$ cat src/rtl/alu_arbiter.sv
// -----------------------------------------------------------------------------
// alu_arbiter
//   Shares one multi-cycle ALU (add/sub/mul/div with a start/done handshake)
//   among N_REQ requesters. Requesters offer operand/opcode transactions on a
//   valid/ready interface. The arbiter grants them round-robin, latches the
//   operands, runs the ALU handshake and returns the result tagged with the
//   requester ID. Only one transaction is in flight at a time.
//
// Ports
//   clk, reset        : clock, asynchronous active-high reset
//   req_valid[N_REQ]  : per-requester transaction valid
//   req_ready[N_REQ]  : one-hot accept (combinational, only in IDLE)
//   req_a/req_b       : packed operands, requester i uses [i*W +: W]
//   req_op            : packed opcodes, requester i uses [i*3 +: 3]
//                       000 add, 001 sub, 010 mul, 011 div, 1xx illegal
//   rsp_valid         : one-cycle result strobe
//   rsp_id            : requester index of the result
//   rsp_low/rsp_high  : ALU result halves (zero for an illegal opcode)
//   rsp_err           : illegal opcode flag
//   busy              : high whenever the arbiter is not IDLE
//   alu_a/alu_b       : registered operands to the ALU
//   alu_opcode        : registered opcode to the ALU
//   alu_start         : one-cycle ALU start pulse
//   alu_result_low/high, alu_done : ALU result and completion pulse
// -----------------------------------------------------------------------------
module alu_arbiter #(
  parameter int N_REQ = 4,
  parameter int W     = 16,
  parameter int IDW   = 2
) (
  input  logic               clk,
  input  logic               reset,
  input  logic [N_REQ-1:0]   req_valid,
  output logic [N_REQ-1:0]   req_ready,
  input  logic [N_REQ*W-1:0] req_a,
  input  logic [N_REQ*W-1:0] req_b,
  input  logic [N_REQ*3-1:0] req_op,
  output logic               rsp_valid,
  output logic [IDW-1:0]     rsp_id,
  output logic [W:0]         rsp_low,
  output logic [W:0]         rsp_high,
  output logic               rsp_err,
  output logic               busy,
  output logic [W-1:0]       alu_a,
  output logic [W-1:0]       alu_b,
  output logic [2:0]         alu_opcode,
  output logic               alu_start,
  input  logic [W:0]         alu_result_low,
  input  logic [W:0]         alu_result_high,
  input  logic               alu_done
);

  typedef enum logic [2:0] {
    ST_IDLE  = 3'd0,
    ST_ISSUE = 3'd1,
    ST_WAIT  = 3'd2,
    ST_ERR   = 3'd3,
    ST_RESP  = 3'd4,
    ST_COOL  = 3'd5
  } state_t;

  state_t             state_r;
  state_t             state_next_s;
  logic [IDW-1:0]     ptr_r;

  logic               grant_found_s;
  logic               grant_hit_s;
  logic [IDW-1:0]     grant_idx_s;
  logic [IDW-1:0]     cand_s;
  logic [2:0]         grant_op_s;
  logic [N_REQ-1:0]   req_ready_s;

  logic [W-1:0]       alu_a_r;
  logic [W-1:0]       alu_b_r;
  logic [2:0]         alu_opcode_r;
  logic               alu_start_r;
  logic               rsp_valid_r;
  logic [IDW-1:0]     rsp_id_r;
  logic [W:0]         rsp_low_r;
  logic [W:0]         rsp_high_r;
  logic               rsp_err_r;
  logic               busy_r;

  // Round-robin search: first valid requester strictly after ptr_r, wrapping.
  always_comb begin
    grant_found_s = 1'b0;
    grant_hit_s   = 1'b0;
    grant_idx_s   = {IDW{1'b0}};
    cand_s        = {IDW{1'b0}};
    for (int k = 1; k <= N_REQ; k++) begin
      cand_s        = IDW'((int'(ptr_r) + k) % N_REQ);
      grant_hit_s   = ~grant_found_s & req_valid[cand_s];
      grant_idx_s   = grant_hit_s ? cand_s : grant_idx_s;
      grant_found_s = grant_found_s | grant_hit_s;
    end
  end

  assign grant_op_s = req_op[int'(grant_idx_s)*3 +: 3];

  // Next-state decode and the combinational accept strobe.
  always_comb begin
    state_next_s = state_r;
    req_ready_s  = {N_REQ{1'b0}};
    case (state_r)
      ST_IDLE: begin
        if (grant_found_s) begin
          req_ready_s[grant_idx_s] = 1'b1;
          if (grant_op_s[2]) begin
            state_next_s = ST_ERR;
          end else begin
            state_next_s = ST_ISSUE;
          end
        end else begin
          state_next_s = ST_IDLE;
        end
      end
      ST_ISSUE: state_next_s = ST_WAIT;
      ST_WAIT: begin
        if (alu_done) begin
          state_next_s = ST_RESP;
        end else begin
          state_next_s = ST_WAIT;
        end
      end
      ST_ERR:  state_next_s = ST_RESP;
      ST_RESP: state_next_s = ST_COOL;
      // One spare cycle lets the ALU leave its own FINISH state first.
      ST_COOL: state_next_s = ST_IDLE;
      default: state_next_s = ST_IDLE;
    endcase
  end

  assign req_ready = req_ready_s;

  // State register and round-robin pointer.
  always_ff @(posedge clk or posedge reset) begin
    if (reset) begin
      state_r <= ST_IDLE;
      ptr_r   <= IDW'(N_REQ - 1);
    end else begin
      state_r <= state_next_s;
      if (state_r == ST_IDLE && grant_found_s) begin
        ptr_r <= grant_idx_s;
      end
    end
  end

  // Operand latch toward the ALU and result capture toward the requester.
  always_ff @(posedge clk or posedge reset) begin
    if (reset) begin
      alu_a_r      <= {W{1'b0}};
      alu_b_r      <= {W{1'b0}};
      alu_opcode_r <= 3'b000;
      rsp_id_r     <= {IDW{1'b0}};
      rsp_low_r    <= {(W+1){1'b0}};
      rsp_high_r   <= {(W+1){1'b0}};
      rsp_err_r    <= 1'b0;
    end else begin
      case (state_r)
        ST_IDLE: begin
          if (grant_found_s) begin
            alu_a_r      <= req_a[int'(grant_idx_s)*W +: W];
            alu_b_r      <= req_b[int'(grant_idx_s)*W +: W];
            alu_opcode_r <= grant_op_s;
            rsp_id_r     <= grant_idx_s;
            if (!grant_op_s[2]) begin
              rsp_err_r <= 1'b0;
            end
          end
        end
        ST_WAIT: begin
          // A done pulse outside WAIT never reaches this capture.
          if (alu_done) begin
            rsp_low_r  <= alu_result_low;
            rsp_high_r <= alu_result_high;
          end
        end
        ST_ERR: begin
          rsp_low_r  <= {(W+1){1'b0}};
          rsp_high_r <= {(W+1){1'b0}};
          rsp_err_r  <= 1'b1;
        end
        default: begin
        end
      endcase
    end
  end

  // Registered strobes, decoded from the state about to be entered.
  always_ff @(posedge clk or posedge reset) begin
    if (reset) begin
      alu_start_r <= 1'b0;
      rsp_valid_r <= 1'b0;
      busy_r      <= 1'b0;
    end else begin
      alu_start_r <= (state_next_s == ST_ISSUE);
      rsp_valid_r <= (state_next_s == ST_RESP);
      busy_r      <= (state_next_s != ST_IDLE);
    end
  end

  assign alu_a      = alu_a_r;
  assign alu_b      = alu_b_r;
  assign alu_opcode = alu_opcode_r;
  assign alu_start  = alu_start_r;
  assign rsp_valid  = rsp_valid_r;
  assign rsp_id     = rsp_id_r;
  assign rsp_low    = rsp_low_r;
  assign rsp_high   = rsp_high_r;
  assign rsp_err    = rsp_err_r;
  assign busy       = busy_r;

endmodule
$ cat config.mk
export PLATFORM = sky130hd
export DESIGN_NAME = alu_arbiter
export DESIGN_NICKNAME = d
export VERILOG_FILES = /design/src/rtl/alu_arbiter.sv
export SDC_FILE = /design/constraint.sdc
export NUM_CORES = 1
export LEC_CHECK = 0
export CORE_MARGIN = 1.5
export CORE_UTILIZATION = 37
export CTS_CLUSTER_SIZE = 25
export DETAILED_ROUTE_END_ITERATION = 7
export PLACE_DENSITY_LB_ADDON = 0.12
export SLEW_MARGIN = 30
export SYNTH_ARGS = -nofsm -noshare
export SYNTH_HDL_FRONTEND = slang
export SYNTH_SLANG_ARGS = --single-unit
$ cat constraint.sdc
create_clock -name clk -period 3.1 [get_ports clk]
set_clock_uncertainty 0.2 [all_clocks]
set_input_delay 0.62 -clock clk [delete_from_list [all_inputs] [get_ports clk]]
set_output_delay 0.62 -clock clk [all_outputs]
set_load 0.1 [all_outputs]
# Word level (Yosys, flattened, before mapping)
# Index checks and enable logic that the tools add are counted.
[op_classes] n_bitwise=9 n_eq_ne=9 n_mux=27 div_mod_pow=0 multipliers=1 n_shift=3 reduce_logical=9 n_lt_le_gt_ge=6 add_sub_neg=4
[op_table] cell="64-bit by 7-bit indexed part select with 16-bit output" n=2
[op_table] cell="17-bit one-hot mux with 2 select lines" n=2
[op_table] cell="17-bit two-way mux" n=2
[op_table] cell="2-bit by 3-bit less-than comparator with 1-bit output, second input constant" n=5
[op_table] cell="3-bit one-hot mux with 5 select lines" n=1
[op_table] cell="12-bit by 5-bit indexed part select with 3-bit output" n=1
[op_table] cell="2-bit two-way mux" n=5
[op_table] cell="1-bit binary-select mux with 2-bit select" n=4
[op_table] cell="4-bit two-way mux" n=2
[op_table] cell="1-bit two-way mux" n=7
[op_table] cell="3-bit by 1-bit equality test with 1-bit output, second input constant" n=2
[op_table] cell="3-bit by 2-bit equality test with 1-bit output, second input constant" n=2
[op_table] cell="3-bit equality test, second input constant" n=2
[op_table] cell="3-bit two-way mux" n=2
[op_table] cell="2-bit inequality test, second input constant" n=3
[op_table] cell="2-bit by 1-bit adder with 2-bit output, second input constant" n=2
[op_table] cell="2-bit adder, second input constant" n=2
[op_table] cell="2-bit by 2-bit multiplier with 4-bit output, second input constant" n=1
[op_table] cell="2-bit AND reduction" n=2
[op_table] cell="2-bit nonzero test" n=2
[op_table] cell="1-bit AND" n=3
[op_table] cell="3-bit zero test" n=1
[op_table] cell="1-bit inverter" n=3
[op_table] cell="1-bit OR" n=3
[op_table] cell="6 further kinds" n=7
[totals] n_memories=0 mem_bits_rw=0 mem_bits_ro=0 output_inout_bits=79 regBits=80 latchBits=0

# Longest topological paths before layout
[depth] word_depth=18 mapped_depth=8

# Worst setup path after synthesis
# No wires, ideal clock.
[synth_path] kind="in2out" start="in req_valid[3]" end="out req_ready[3]" setup_slack_ps=-1262 t_required_ps=2280 t_arrival_ps=3542 path_buffers=2 stages=6 path_cell_list="buf_4 > and2_4 > a21oi_1 > o221a_2 > clkbuf_1 > nor3_1"
[synth_between] elab_chain_cells=17 elab_cells_between_ends=28 cone_classes="order compare (2); mux (16); bitwise (9); reduce/logical (1)"
[synth_lines] element="start: declaration" line_no="33" text="input logic [N_REQ-1:0] req_valid,"
[synth_lines] element="1-bit binary-select mux with 2-bit select" line_no="92" text="grant_hit_s = ~grant_found_s & req_valid[cand_s];"
[synth_lines] element="1-bit two-way mux (implied by the code)" line_no="92"
[synth_lines] element="1-bit inverter" line_no="92"
[synth_lines] element="1-bit AND" line_no="92"
[synth_lines] element="1-bit OR" line_no="94" text="grant_found_s = grant_found_s | grant_hit_s;"
[synth_lines] element="1-bit inverter" line_no="92"
[synth_lines] element="1-bit AND" line_no="92"
[synth_lines] element="1-bit OR" line_no="94"
[synth_lines] element="1-bit inverter" line_no="92"
[synth_lines] element="1-bit AND" line_no="92"
[synth_lines] element="2-bit two-way mux" line_no="93" text="grant_idx_s = grant_hit_s ? cand_s : grant_idx_s;"
[synth_lines] element="2-bit by 3-bit less-than comparator with 1-bit output (implied by the code) / 2-bit by 1-bit >= comparator with 1-bit output (equally long branches)" line_no="107" text="req_ready_s[grant_idx_s] = 1'b1;"
[synth_lines] element="1-bit logical AND (implied by the code)" line_no="107"
[synth_lines] element="1-bit two-way mux (implied by the code)" line_no="107"
[synth_lines] element="1-bit demux with 2-bit select" line_no="107"
[synth_lines] element="4-bit two-way mux *" line_no="106" text="if (grant_found_s) begin"
[synth_lines] element="4-bit two-way mux *" line_no="104" text="case (state_r)"
[synth_lines] element="end: declaration" line_no="34" text="output logic [N_REQ-1:0] req_ready,"
# Every way passes the cells marked *; elsewhere a longest branch is shown, timed or not. The select of a mux whose other input is x is not followed.

# Worst setup path after layout
[layout_path] start="in req_valid[1]" end="out req_ready[2]"
# The elaborated chain is that of the path after synthesis.

==> impl_results.md <==
* Worst Path Max Fanout at 8
* Fin nets at 838
* Layout area overhead at 69.8%
* DP HPWL at 11.7 mm
* Max cap viols at 0
* Via count at 4505
* Critical path depth at 6
* CTS Buf Count at 9
* Post-CTS Hold Fix Bufs at 0
* Detailed Route WL at 15.9 mm
* Mapped cell area at 4140 sq um
* CP endpoint kind: primary output
* CP bufs+invs at 3
* Setup WS post-layout at 173 ps
* Hold WS at 306 ps
* Post-synth top flop: dfrtp_1
* Fmax at 342 MHz
* Buffer levels on the longest clock path at 2
* Buffers on Ports at 259
* TritonCTS clock tree: built
* Min Clock Period, post-route at 2930 ps
* Layout cell share with drive strength beyond 1 at 0.213
* Avg Cell Area, Syn at 10.2 sq um
* Antenna viol nets, final at 0
* Placement row count at 38
* Cells after Synth at 404
* Overall Power at 8920 uW
* Initial antenna violation count at 0
* CTS root buf: clkbuf_8
* Post-synthesis sequential element count at 80
* RSZ-0062 raised after global routing: no
* # IOs at 260
* Worst Setup Path Type: primary input to primary output
* Vias/cell at 5.62
* Placed Instance Area at 6820 sq um
* Synth unique cells at 47
* Filler Cells Inserted at 888
* Syn_nets at 585
* Total leakage power at 0.00299 uW
* Die area at 11800 sq um
* Peak supply drop at 0.777 mV
* Status: complete, no violations
* Post-CTS resize count at 0
* CP Data Arrival Time at 2110 ps
* EDFF count, synth at 0
* GP Congestion at 0.925
* Worst slew margin at 0.446
* Core Area at 10900 sq um
* Most common cell after layout, fill and taps aside: clkdlybuf4s50_1
* Tot GR Track Use at 0.268
* Worst path slowest cell: clkdlybuf4s50_1
* Crit-path cells: clkdlybuf4s50_1 > buf_4 > a21oi_1 > o221ai_2 > nor3_4 > buf_12
* Final Setup Violations at 0
* TritonCTS Sinks at 80
* Clk pin slew, worst setup/hold paths at 90 ps
* Critical Path RT at 2280 ps
* Reg2reg path depth at 6
* CP startpoint kind: primary input
* Vias in the first global route at 4687
* DR pass1 iterations at 4
* Initial core utilization at 0.380
* FF-to-FF Start: ptr_r[1]
* Worst setup path startpoint: req_valid[1]
* FFs w/ async S/R, synth at 1.00
* H-tree depth at 3
* Worst Setup EP: req_ready[2]
* Initial DRC count at 171
* Post-CTS Setup Inserts at 0
* Reg-to-reg endpoint: alu_b[2]
* Routed wire per std cell at 19.8 microns
* Slew @ Worst Pin at 824 ps
* Final period utilization at 0.944
* Final Hold Vio Count at 0
* Die Width at 109 microns
* Seq/Total Area, Yosys at 0.485
* DRC viols at 0
* Top cell family by delay on the critical path: buffers and inverters
* N_diodes at 0
* Worst-skew pair later-pin latency at 360 ps
* Commonest non-fill, non-tap cells in the layout: 178 x clkdlybuf4s50_1, 100 x buf_4, 78 x dfrtp_1
* CP max stage delay at 430 ps
* Synth warnings at 0
* Final instance area at 7020 sq um
* FF-to-FF setup slack at 800 ps
* TNS Setup at 0 ps
* Pre-CTS setup slack at 42.3 ps
* Hold Crit Class: register to register
* Slew Limit Fails at 0
* Largest net degree at the start of global routing at 41
* Die Ht at 109 microns
* Pwr dens at 1270 nW/um^2
* GRT overflow at 0
* First-pass GRT wire length at 24.3 mm
synthesized netlist by cell type (2+ instances only):
cell | instances | area share
o21ai_1 | 2 | 0.0024
o21bai_1 | 2 | 0.0036
nand2b_1 | 2 | 0.0030
nor3_1 | 4 | 0.0048
clkbuf_1 | 28 | 0.025
nor2b_1 | 2 | 0.0030
a21oi_1 | 38 | 0.046
o22ai_1 | 3 | 0.0045
mux2i_1 | 2 | 0.0048
a22o_1 | 34 | 0.072
dfrtp_1 | 78 | 0.47
o21ai_0 | 38 | 0.046
nand2_1 | 12 | 0.011
a221o_1 | 34 | 0.082
and3_1 | 3 | 0.0045
buf_6 | 2 | 0.0054
o22a_1 | 35 | 0.074
nor2_1 | 7 | 0.0064
buf_2 | 7 | 0.0085
clkbuf_2 | 3 | 0.0036
buf_1 | 2 | 0.0018
o21a_1 | 3 | 0.0054
buf_8 | 2 | 0.0073
dfstp_2 | 2 | 0.013
nand3_1 | 34 | 0.041
nor2_2 | 2 | 0.0030
inv_1 | 3 | 0.0027
kinds of logic after synthesis:
family / share of synthesized area
AO/OA/AOI/OAI: 0.365
buffers and inverters: 0.0566
AND/OR/NAND/NOR: 0.0893
flip-flops: 0.485
multiplexers: 0.00484
worst min path at each step:
stage / startpoint / end / slack, ps / cells after the start
2_1_floorplan: state_r[1] / state_r[0] / 290 / 1
3_3_place_gp: rsp_id[1] / rsp_id[1] / 270 / 2
3_5_place_dp: rsp_id[1] / rsp_id[1] / 290 / 2
4_1_cts: rsp_id[1] / rsp_id[1] / 310 / 2
5_1_grt: alu_opcode[2] / alu_opcode[2] / 330 / 2
6_report: rsp_id[1] / rsp_id[1] / 310 / 2
layout make-up:
cell class              instances  area, sq um  share of cell area
flip-flops and latches         80         2000               0.286
inverters                       3         12.5             0.00178
multi-input cells             276         1940               0.277
well taps                     140          175              0.0250
repair buffers                287         2700               0.384
clock buffers                   9          124              0.0176
clock inverters                 7         63.8             0.00909
metrics by stage:
step / utilization / std cells
final: 0.645 / 802
after CTS: 0.644 / 802
after detailed placement: 0.627 / 786
after floorplan: - / 404
after global placement: 0.627 / 786
after global routing: 0.645 / 802
worst min-delay path: stages, from the launching register on:
cell,delay [ps]
dfrtp_1,370
nand2_1,50
o21ai_0,60
flip-flops by register name, summed over array words and instances (netlist names):
register,flops
alu_opcode,3
alu_a,16
alu_start,1
rsp_high,17
rsp_err,1
rsp_low,17
rsp_id,2
state_r,3
rsp_valid,1
alu_b,16
busy,1
ptr_r,2
layer usage:
metal / vias up / wire (microns) / GRT usage
li1: 2091 / - / -
met1: 2172 / 6220 / 0.318
met2: 207 / 7820 / 0.456
met3: 35 / 1380 / 0.0640
met4: 0 / 482 / 0.129
met5: - / 0 / 0
report_power, final:
part           internal, uW  total, uW  switching [uW]
Combinational          1750       6370            4620
Clock                   307        746             438
Sequential             1510       1810             300
No activity file was read; power rests on OpenSTA's default activity.
